### config.mk
export PLATFORM = sky130hd
export DESIGN_NAME = bht_update_ctrl
export DESIGN_NICKNAME = d
export VERILOG_FILES = /design/src/rtl/bp_pkg.sv /design/src/rtl/bp_update_fifo.sv /design/src/rtl/bht_update_ctrl.sv
export SDC_FILE = /design/constraint.sdc
export NUM_CORES = 1
export LEC_CHECK = 0
export CAP_MARGIN = 30
export CELL_PAD_IN_SITES_DETAIL_PLACEMENT = 1
export CELL_PAD_IN_SITES_GLOBAL_PLACEMENT = 1
export CORE_MARGIN = 3
export CORE_UTILIZATION = 32
export DETAILED_ROUTE_END_ITERATION = 6
export HOLD_SLACK_MARGIN = 0.02
export PLACE_DENSITY_LB_ADDON = 0.3
export SLEW_MARGIN = 20
export SYNTH_ARGS = -nofsm -noshare
export SYNTH_HDL_FRONTEND = slang
export SYNTH_SLANG_ARGS = --single-unit
### constraint.sdc
create_clock -name clk -period 4.4 [get_ports clk]
set_input_delay 0.44 -clock clk [delete_from_list [all_inputs] [get_ports clk]]
set_output_delay 0.44 -clock clk [all_outputs]
set_load 0.01 [all_outputs]
### src/rtl/bp_pkg.sv
// Shared types and helpers for the branch history table update controller.
// Counter encoding: 0 = strongly not-taken ... 2^WIDTH-1 = strongly taken.
package bp_pkg;

  localparam int MAX_IDX_W = 16;

  // Weakly-taken starting value for the default 2-bit counter.
  localparam logic [1:0] INIT_CTR = 2'b10;

  typedef enum logic [1:0] {
    INIT,
    IDLE,
    RD,
    WR
  } state_e;

  typedef struct packed {
    logic [MAX_IDX_W-1:0] idx;
    logic                 taken;
  } bp_upd_t;

  function automatic int idx_w(input int size);
    return (size > 1) ? $clog2(size) : 1;
  endfunction

  // Weakly-taken value for an arbitrary counter width (MSB set, rest clear).
  function automatic logic [31:0] init_ctr(input int width);
    return 32'd1 << (width - 1);
  endfunction

  function automatic logic [31:0] sat_ctr(input logic [31:0] ctr, input logic taken,
                                          input int width);
    logic [31:0] max_v;
    max_v = (32'd1 << width) - 32'd1;
    if (taken) begin
      return (ctr == max_v) ? max_v : ctr + 32'd1;
    end
    return (ctr == 32'd0) ? 32'd0 : ctr - 32'd1;
  endfunction

endpackage

### src/rtl/bp_update_fifo.sv
// Small FIFO of pending counter updates (index + resolved direction).
// Push while full and pop while empty are ignored.
module bp_update_fifo
  import bp_pkg::*;
#(
  parameter  int QDEPTH = 4,
  localparam int PTR_W  = (QDEPTH > 1) ? $clog2(QDEPTH) : 1,
  localparam int CNT_W  = $clog2(QDEPTH + 1)
) (
  input  logic             clk,
  input  logic             rst_n,
  input  logic             push,
  input  bp_upd_t          push_data,
  input  logic             pop,
  output bp_upd_t          head,
  output logic [CNT_W-1:0] count,
  output logic             full,
  output logic             empty
);

  bp_upd_t          mem [QDEPTH];
  logic [PTR_W-1:0] wr_ptr;
  logic [PTR_W-1:0] rd_ptr;
  logic             do_push;
  logic             do_pop;

  assign full    = (count == CNT_W'(QDEPTH));
  assign empty   = (count == '0);
  assign do_push = push && !full;
  assign do_pop  = pop && !empty;
  assign head    = mem[rd_ptr];

  // Pointers wrap naturally because QDEPTH is a power of two.
  always_ff @(posedge clk or negedge rst_n) begin
    if (!rst_n) begin
      wr_ptr <= '0;
      rd_ptr <= '0;
      count  <= '0;
    end else begin
      if (do_push) wr_ptr <= wr_ptr + PTR_W'(1);
      if (do_pop)  rd_ptr <= rd_ptr + PTR_W'(1);
      case ({do_push, do_pop})
        2'b10:   count <= count + CNT_W'(1);
        2'b01:   count <= count - CNT_W'(1);
        default: count <= count;
      endcase
    end
  end

  always_ff @(posedge clk) begin
    if (do_push) mem[wr_ptr] <= push_data;
  end

endmodule

### src/rtl/bht_update_ctrl.sv
// Owns the BHT array ports: serves fetch lookups, queues branch resolutions and
// retires them as read-modify-write counter updates; sweeps the array after reset.
module bht_update_ctrl
  import bp_pkg::*;
#(
  parameter  int SIZE   = 256,
  parameter  int WIDTH  = 2,
  parameter  int QDEPTH = 4,
  parameter  int PC_W   = 32,
  localparam int IDX_W  = idx_w(SIZE)
) (
  input  logic             clk,
  input  logic             rst_n,
  input  logic             lookup_valid,
  input  logic [PC_W-1:0]  lookup_pc,
  output logic             lookup_ready,
  output logic             pred_taken,
  input  logic             resolve_valid,
  input  logic [PC_W-1:0]  resolve_pc,
  input  logic             resolve_taken,
  output logic             resolve_ready,
  output logic             init_done,
  output logic [IDX_W-1:0] arr_rindex,
  output logic [IDX_W-1:0] arr_windex,
  output logic             arr_write_en,
  output logic [WIDTH-1:0] arr_datain,
  input  logic [WIDTH-1:0] arr_dataout
);

  localparam int               CNT_W    = $clog2(QDEPTH + 1);
  localparam logic [WIDTH-1:0] INIT_VAL = WIDTH'(init_ctr(WIDTH));

  state_e           state;
  state_e           next_state;
  logic [IDX_W-1:0] sweep_cnt;
  logic [WIDTH-1:0] ctr_q;

  logic [IDX_W-1:0] lookup_idx;
  logic [IDX_W-1:0] resolve_idx;
  logic [IDX_W-1:0] head_idx;
  bp_upd_t          push_data;
  bp_upd_t          head;
  logic             q_push;
  logic             q_pop;
  logic [CNT_W-1:0] q_count;
  logic             q_full;
  logic             q_empty;
  logic             unused_bits;

  assign lookup_idx  = lookup_pc[IDX_W+1:2];
  assign resolve_idx = resolve_pc[IDX_W+1:2];
  assign head_idx    = head.idx[IDX_W-1:0];
  assign unused_bits = ^{lookup_pc[PC_W-1:IDX_W+2], lookup_pc[1:0],
                         resolve_pc[PC_W-1:IDX_W+2], resolve_pc[1:0],
                         head.idx[MAX_IDX_W-1:IDX_W]};

  assign push_data.idx   = MAX_IDX_W'(resolve_idx);
  assign push_data.taken = resolve_taken;

  // Acceptance uses the registered occupancy only, so a pop in flight never opens a slot early.
  assign resolve_ready = (state != INIT) && !q_full;
  assign q_push        = resolve_valid && resolve_ready;
  assign pred_taken    = arr_dataout[WIDTH-1];

  bp_update_fifo #(
    .QDEPTH (QDEPTH)
  ) u_fifo (
    .clk       (clk),
    .rst_n     (rst_n),
    .push      (q_push),
    .push_data (push_data),
    .pop       (q_pop),
    .head      (head),
    .count     (q_count),
    .full      (q_full),
    .empty     (q_empty)
  );

  always_ff @(posedge clk or negedge rst_n) begin
    if (!rst_n) begin
      state     <= INIT;
      sweep_cnt <= '0;
      init_done <= 1'b0;
      ctr_q     <= '0;
    end else begin
      state <= next_state;
      if (state == INIT) sweep_cnt <= sweep_cnt + IDX_W'(1);
      if ((state == INIT) && (next_state == IDLE)) init_done <= 1'b1;
      if (state == RD) ctr_q <= arr_dataout;
    end
  end

  // Read and write of an update sit in separate cycles: the array forwards datain to
  // dataout, so reading the head while writing it would close a combinational loop.
  always_comb begin
    next_state   = state;
    lookup_ready = 1'b0;
    arr_rindex   = lookup_idx;
    arr_windex   = sweep_cnt;
    arr_write_en = 1'b0;
    arr_datain   = INIT_VAL;
    q_pop        = 1'b0;
    case (state)
      INIT: begin
        arr_write_en = 1'b1;
        if (sweep_cnt == IDX_W'(SIZE - 1)) next_state = IDLE;
      end
      IDLE: begin
        lookup_ready = (q_count != CNT_W'(QDEPTH));
        if (!q_empty && (!lookup_valid || (q_count == CNT_W'(QDEPTH)))) next_state = RD;
      end
      RD: begin
        arr_rindex = head_idx;
        next_state = WR;
      end
      WR: begin
        arr_write_en = 1'b1;
        arr_windex   = head_idx;
        arr_datain   = WIDTH'(sat_ctr(32'(ctr_q), head.taken, WIDTH));
        q_pop        = 1'b1;
        next_state   = IDLE;
      end
      default: next_state = INIT;
    endcase
  end

endmodule

; After elaboration in Yosys (flattened, before gate mapping)
; Memory sizes are Yosys's and may differ from the RTL's.
; Cells that the tools add are included.
[totals]
register_bits = 20
latch_bits = 0
ramBits = 36
mem_bits_ro = 0
inputBits = 71
output_inout_bits = 23
word_cells = 59
mem_count = 1
[memory_table]
columns = name, depth, word_bits, rd, rd_clocked_by_memory_dff, wr, line_no
row1 = u_fifo.mem, 4, 9, 1, 0, 1, bp_update_fifo.sv:21  ; bp_upd_t mem [QDEPTH];
[classes]
addsub = 7
mul = 0
div_mod_pow = 0
n_lt_le_gt_ge = 0
eq_ne = 10
shifts = 0
n_mux = 18
n_bitwise = 0
n_reduce_logical = 16
[ops]
columns = cell, count
row1 = $mux 8, 2
row2 = $mux 2, 7
row3 = $add 8x1->8 const B, 1
row4 = $eq 2x2->1 const B, 4
row5 = $eq 8x8->1 const B, 1
row6 = $pmux 2 s4, 1
row7 = $mux 1, 7
row8 = $add 2x1->2 const B, 3
row9 = $eq 2x1->1 const B, 3
row10 = $logic_and 1x1->1, 6
row11 = $pmux 3 s2, 1
row12 = $logic_not 2->1, 2
row13 = $reduce_bool 2->1, 2
row14 = $add 3x1->3 const B, 1
row15 = $eq 3x3->1 const B, 1
row16 = $logic_not 1->1, 3
row17 = $logic_not 3->1, 1
row18 = $ne 3x3->1 const B, 1
row19 = $sub 3x1->3 const B, 1
row20 = $reduce_or 2->1, 1
row21 = $sub 2x1->2 const B, 1
row22 = $logic_or 1x1->1, 1

; Longest topological paths before layout
[depth]
depth_word = 7
depth_mapped = 10
depth_no_buf = 10

; By module
; Synthesis repeated with hierarchy kept, for this count alone.
[hier_totals]
cells_unflattened = 217
area_unflattened_um2 = 3833.7
[by_module_without_submodules]
columns = module, n_inst, cells_per_inst, area_per_inst_um2, seq_area_each_um2
row1 = bp_update_fifo, 1, 126, 2921.6, 2217.1
row2 = bht_update_ctrl, 1, 91, 912.1, 325.3

; Worst setup path after synthesis
; No wires, ideal clock.
[synth_timing]
path_type = reg2reg
from = register state[0]
to = register u_fifo.count[2]
setup_time_ns = 0.125
arrival_ns = 1.819
required_ns = 4.275
path_slack_ns = 2.456
path_stages_with_launch = 11
path_buffers = 0
synth_period_minus_slack_ns = 1.944
cell_sequence = dfrtp_1 -> inv_1 -> ha_1 -> nor3b_2 -> inv_1 -> ha_1 -> inv_1 -> fa_1 -> xor2_1 -> nor2_1 -> xor2_1
[synth_via]
elab_chain_cells = 6
elab_cells_between_ends = 11
cone_classes = eq/ne: 3 / mux: 2 / reduce/logical: 6
[synth_lines]
columns = element, line_no
row1 = "start, declared", bht_update_ctrl.sv:33  ; state_e state;
row2 = "start signal, assigned", bht_update_ctrl.sv:86  ; state <= next_state;
row3 = $reduce_bool 2->1, bht_update_ctrl.sv:61  ; assign resolve_ready = (state != INIT) && !q_full;
row4 = $logic_and 1x1->1, bht_update_ctrl.sv:61
row5 = $logic_and 1x1->1, bht_update_ctrl.sv:62  ; assign q_push = resolve_valid && resolve_ready;
row6 = $logic_and 1x1->1, bp_update_fifo.sv:29  ; assign do_push = push && !full;
row7 = $eq 2x1->1 or $eq 2x2->1 (tied branches), bp_update_fifo.sv:42  ; case ({do_push, do_pop})
row8 = $pmux 3 s2 or $reduce_bool 2->1 (tied branches), n/a
row9 = "end signal, assigned", bp_update_fifo.sv:43  ; 2'b10: count <= count + CNT_W'(1);
row10 = "end signal, assigned", bp_update_fifo.sv:44  ; 2'b01: count <= count - CNT_W'(1);
row11 = "end signal, assigned", bp_update_fifo.sv:45  ; default: count <= count;
row12 = "end, declared", bp_update_fifo.sv:16  ; output logic [CNT_W-1:0] count,
; Several ways; a longest one is shown, not always the timed one.
; A chain may end at the register's enable or synchronous reset.

; Worst setup path after layout
[layout_timing]
from = register u_fifo.rd_ptr[0]
to = output port arr_datain[0]
[layout_via]
elab_chain_cells = 5
[layout_lines]
columns = element, line_no
row1 = "start, declared", bp_update_fifo.sv:23  ; logic [PTR_W-1:0] rd_ptr;
row2 = "start signal, assigned", bp_update_fifo.sv:41  ; if (do_pop) rd_ptr <= rd_ptr + PTR_W'(1);
row3 = $mem_v2 4x9, n/a
row4 = $mux 1, bp_pkg.sv:35  ; if (taken) begin
row5 = $mux 1, bht_update_ctrl.sv:103  ; case (state)
row6 = $mux 2, bp_pkg.sv:38  ; return (ctr == 32'd0) ? 32'd0 : ctr - 32'd1;
row7 = $mux 2, bht_update_ctrl.sv:103
row8 = "end, declared", bht_update_ctrl.sv:26  ; output logic [WIDTH-1:0] arr_datain,
; Every way passes these cells. The select of a mux whose other input is x is not followed.

==> flow_summary.toml <==
[setup_path]
worstPathArrival_ns = 2.67
worst_setup_path_start_kind = "register"
required_ns = 3.96
critPathKind = "reg -> out"
r2r_setup_slack_ns = 2.00
r2r_start = "state[1]$_DFF_PN0_"
cp-startpoint = "u_fifo.rd_ptr[0]$_DFFE_PN0P_"
crit_path_max_fanout = 11
r2r-end = "u_fifo.count[2]$_DFFE_PN0P_"
reg2regPathDepth = 8
end_kind = "output port"

[sta]
rsz0062_at_grt = "no"
worst_pin_slew_ns = 0.671
hold_viol = 0
slew-limit-headroom = 0.552
setup_tns_ns = 0
timing.final.crit_share = 0.706
fin_crit_ns = 3.11
setup_viol = 0
max_freq_ghz = 0.322
finalClockSkew_ns = 0.00432
final_max_slew_viol_count = 0

[synth]
ys_ff_latch = 56
synth_nets = 247
synth_area_um2 = 2590
synth_seq_area_share = 0.611
yosysWarnings = 0
synth_cell_type_count = 37
synthCells = 165
syn_area_per_cell_um2 = 15.7

[power]
leakage_nw = 1.19
powerDensity_nw_per_um2 = 638
total_power_w = 0.00207
peakVddDrop_v = 0.000135

[detailed_routing]
routed_wl_um = 5190
vias_per_cell = 4.64
dr.pass1.iters = 4
postRouteAntennaNets = 0
wl_per_cell_um = 16.5
drc = 0
highest_layer = "met4"
wl_met3_um = 211
drtIter0Drc = 55
wirelength_met1_um = 2240
num_vias = 1463
route.met2.wl_um = 2680

[clock_tree]
cts-root-buf = "clkbuf_8"
cts_setup_buffers = 0
cts_tree = "built"
holdBufCountCts = 0
htree_levels = 2
clk_path_buf_depth = 2
cts_resized = 0
clkLatencyLatePin_ns = 0.31
numCtsBuffers = 5
clk_pin_slew_worst_paths_ns = 0.10
cts_sinks = 56

[placed_design]
hpwl_um = 3860
gp_routability_congestion = 0.682
portBuffers = 45

[die]
die_h_um = 96.0
ios = 94
dieArea_um2 = 9210
core_um2 = 7810
rows = 32
start_util = 0.332
die_w_um = 96.0

[finish]
final_common_cell = "clkdlybuf4s50_1"
nets = 294
area_delta_synth_final_pct = 25.0
multiInputGateArea_um2 = 935
antenna_cells = 0
drive_gt1_frac = 0.188
seq_area_um2 = 1580
mostFrequentLayoutCells = "45 x clkdlybuf4s50_1, 36 x edfxtp_1, 20 x dfrtp_1"
fill_cells = 796

[grt]
grt_pass1_wl_um = 8250
gr-total-overflow = 0
grt_pass1_vias = 1562
grt_usage = 0.121
antenna_found_initial = 0
grt_max_degree = 19

[worst_hold_path]
hold_path.class = "in -> async"

[job]
max_cap_viol_count = 0

[run_status]
status = "completed"
==> kinds of logic after synthesis <==
kind of cell | synth area share
muxes | 0.165
buffers and inverters | 0.0285
and+or+nand+nor | 0.0614
xor gates and xnor gates | 0.0440
DFF | 0.611
adders and majority gates | 0.0604
AOI/OAI and AO/OA | 0.0304
==> power by group <==
group          total (W)  switching (W)  internal, W
Sequential      0.000854       0.000145     0.000709
Combinational   0.000927       0.000405     0.000522
Clock           0.000286       0.000171     0.000114
==> layout make-up <==
type                    count  share of cell area
clock buffers               5              0.0213
repair buffers             46               0.144
well taps                 102              0.0394
multi-input cells          93               0.289
clock inverters             3             0.00696
flip-flops and latches     56               0.488
inverters                  10              0.0116
==> how the worst max path moves through the flow <==
stage                                  endpoint  cells after the start
finish                            arr_datain[0]                      4
floorplan           u_fifo.count[2]$_DFFE_PN0P_                     10
detailed placement                arr_datain[0]                      4
global placement                  arr_datain[0]                      4
CTS                               arr_datain[0]                      4
global route                      arr_datain[0]                      4
==> routing by layer <==
layer	track usage	up-vias
met2	0.214	28
li1	-	703
met3	0.0313	7
met4	0.0391	0
met1	0.142	725
met5	0	-
==> synth_stat cells <==
cell	instances	share of area
ha_1	10	0.048
xnor2_1	7	0.024
buf_4	1	0.0029
mux4_2	9	0.078
nand2_1	4	0.0058
a21oi_1	1	0.0019
edfxtp_1	36	0.42
a211oi_1	1	0.0029
o31a_1	1	0.0034
nor3b_2	1	0.0048
maj3_2	1	0.0043
or3_1	1	0.0024
or3b_2	1	0.0034
dfrtp_1	20	0.19
mux2i_1	1	0.0039
fa_1	1	0.0077
xor2_1	6	0.020
o21a_1	1	0.0029
and3_1	1	0.0024
o211ai_1	1	0.0029
nor2b_1	1	0.0024
nor2_1	6	0.0087
o22ai_1	1	0.0024
buf_6	1	0.0043
clkbuf_1	2	0.0029
nor3b_1	1	0.0029
a21o_1	1	0.0029
a32o_1	1	0.0039
nand4_1	2	0.0048
buf_2	2	0.0039
and2_1	6	0.014
o21ai_0	2	0.0039
nand3_1	3	0.0058
o32ai_1	1	0.0034
and4_1	1	0.0034
mux2_2	19	0.083
inv_1	10	0.014
==> per-stage QoR <==
step                instance area [µm²]  cells  setup WS (ns)  hold slack (ns)   util
floorplan                          2590    165           2.46            0.144      -
global placement                   3130    306           1.62            0.441  0.401
detailed placement                 3150    307           1.60            0.455  0.403
CTS                                3240    315           1.23            0.418  0.415
global route                       3240    315           1.12            0.416  0.415
finish                             3240    315           1.29            0.408  0.415
==> flip-flops by register name, indices dropped and copies added, names as in the netlist <==
register,count
ctr_q,2
init_done,1
state,2
sweep_cnt,8
u_fifo.count,3
u_fifo.mem,36
u_fifo.rd_ptr,2
u_fifo.wr_ptr,2
==> worst max-delay path, stage by stage (launching register included) <==
cell and delay (ns):
dfrtp_1 0.78, mux4_2 0.64, maj3_2 0.31, and2_1 0.15, clkdlybuf4s50_1 0.47
Note: power is estimated with default switching activity, not from simulation.
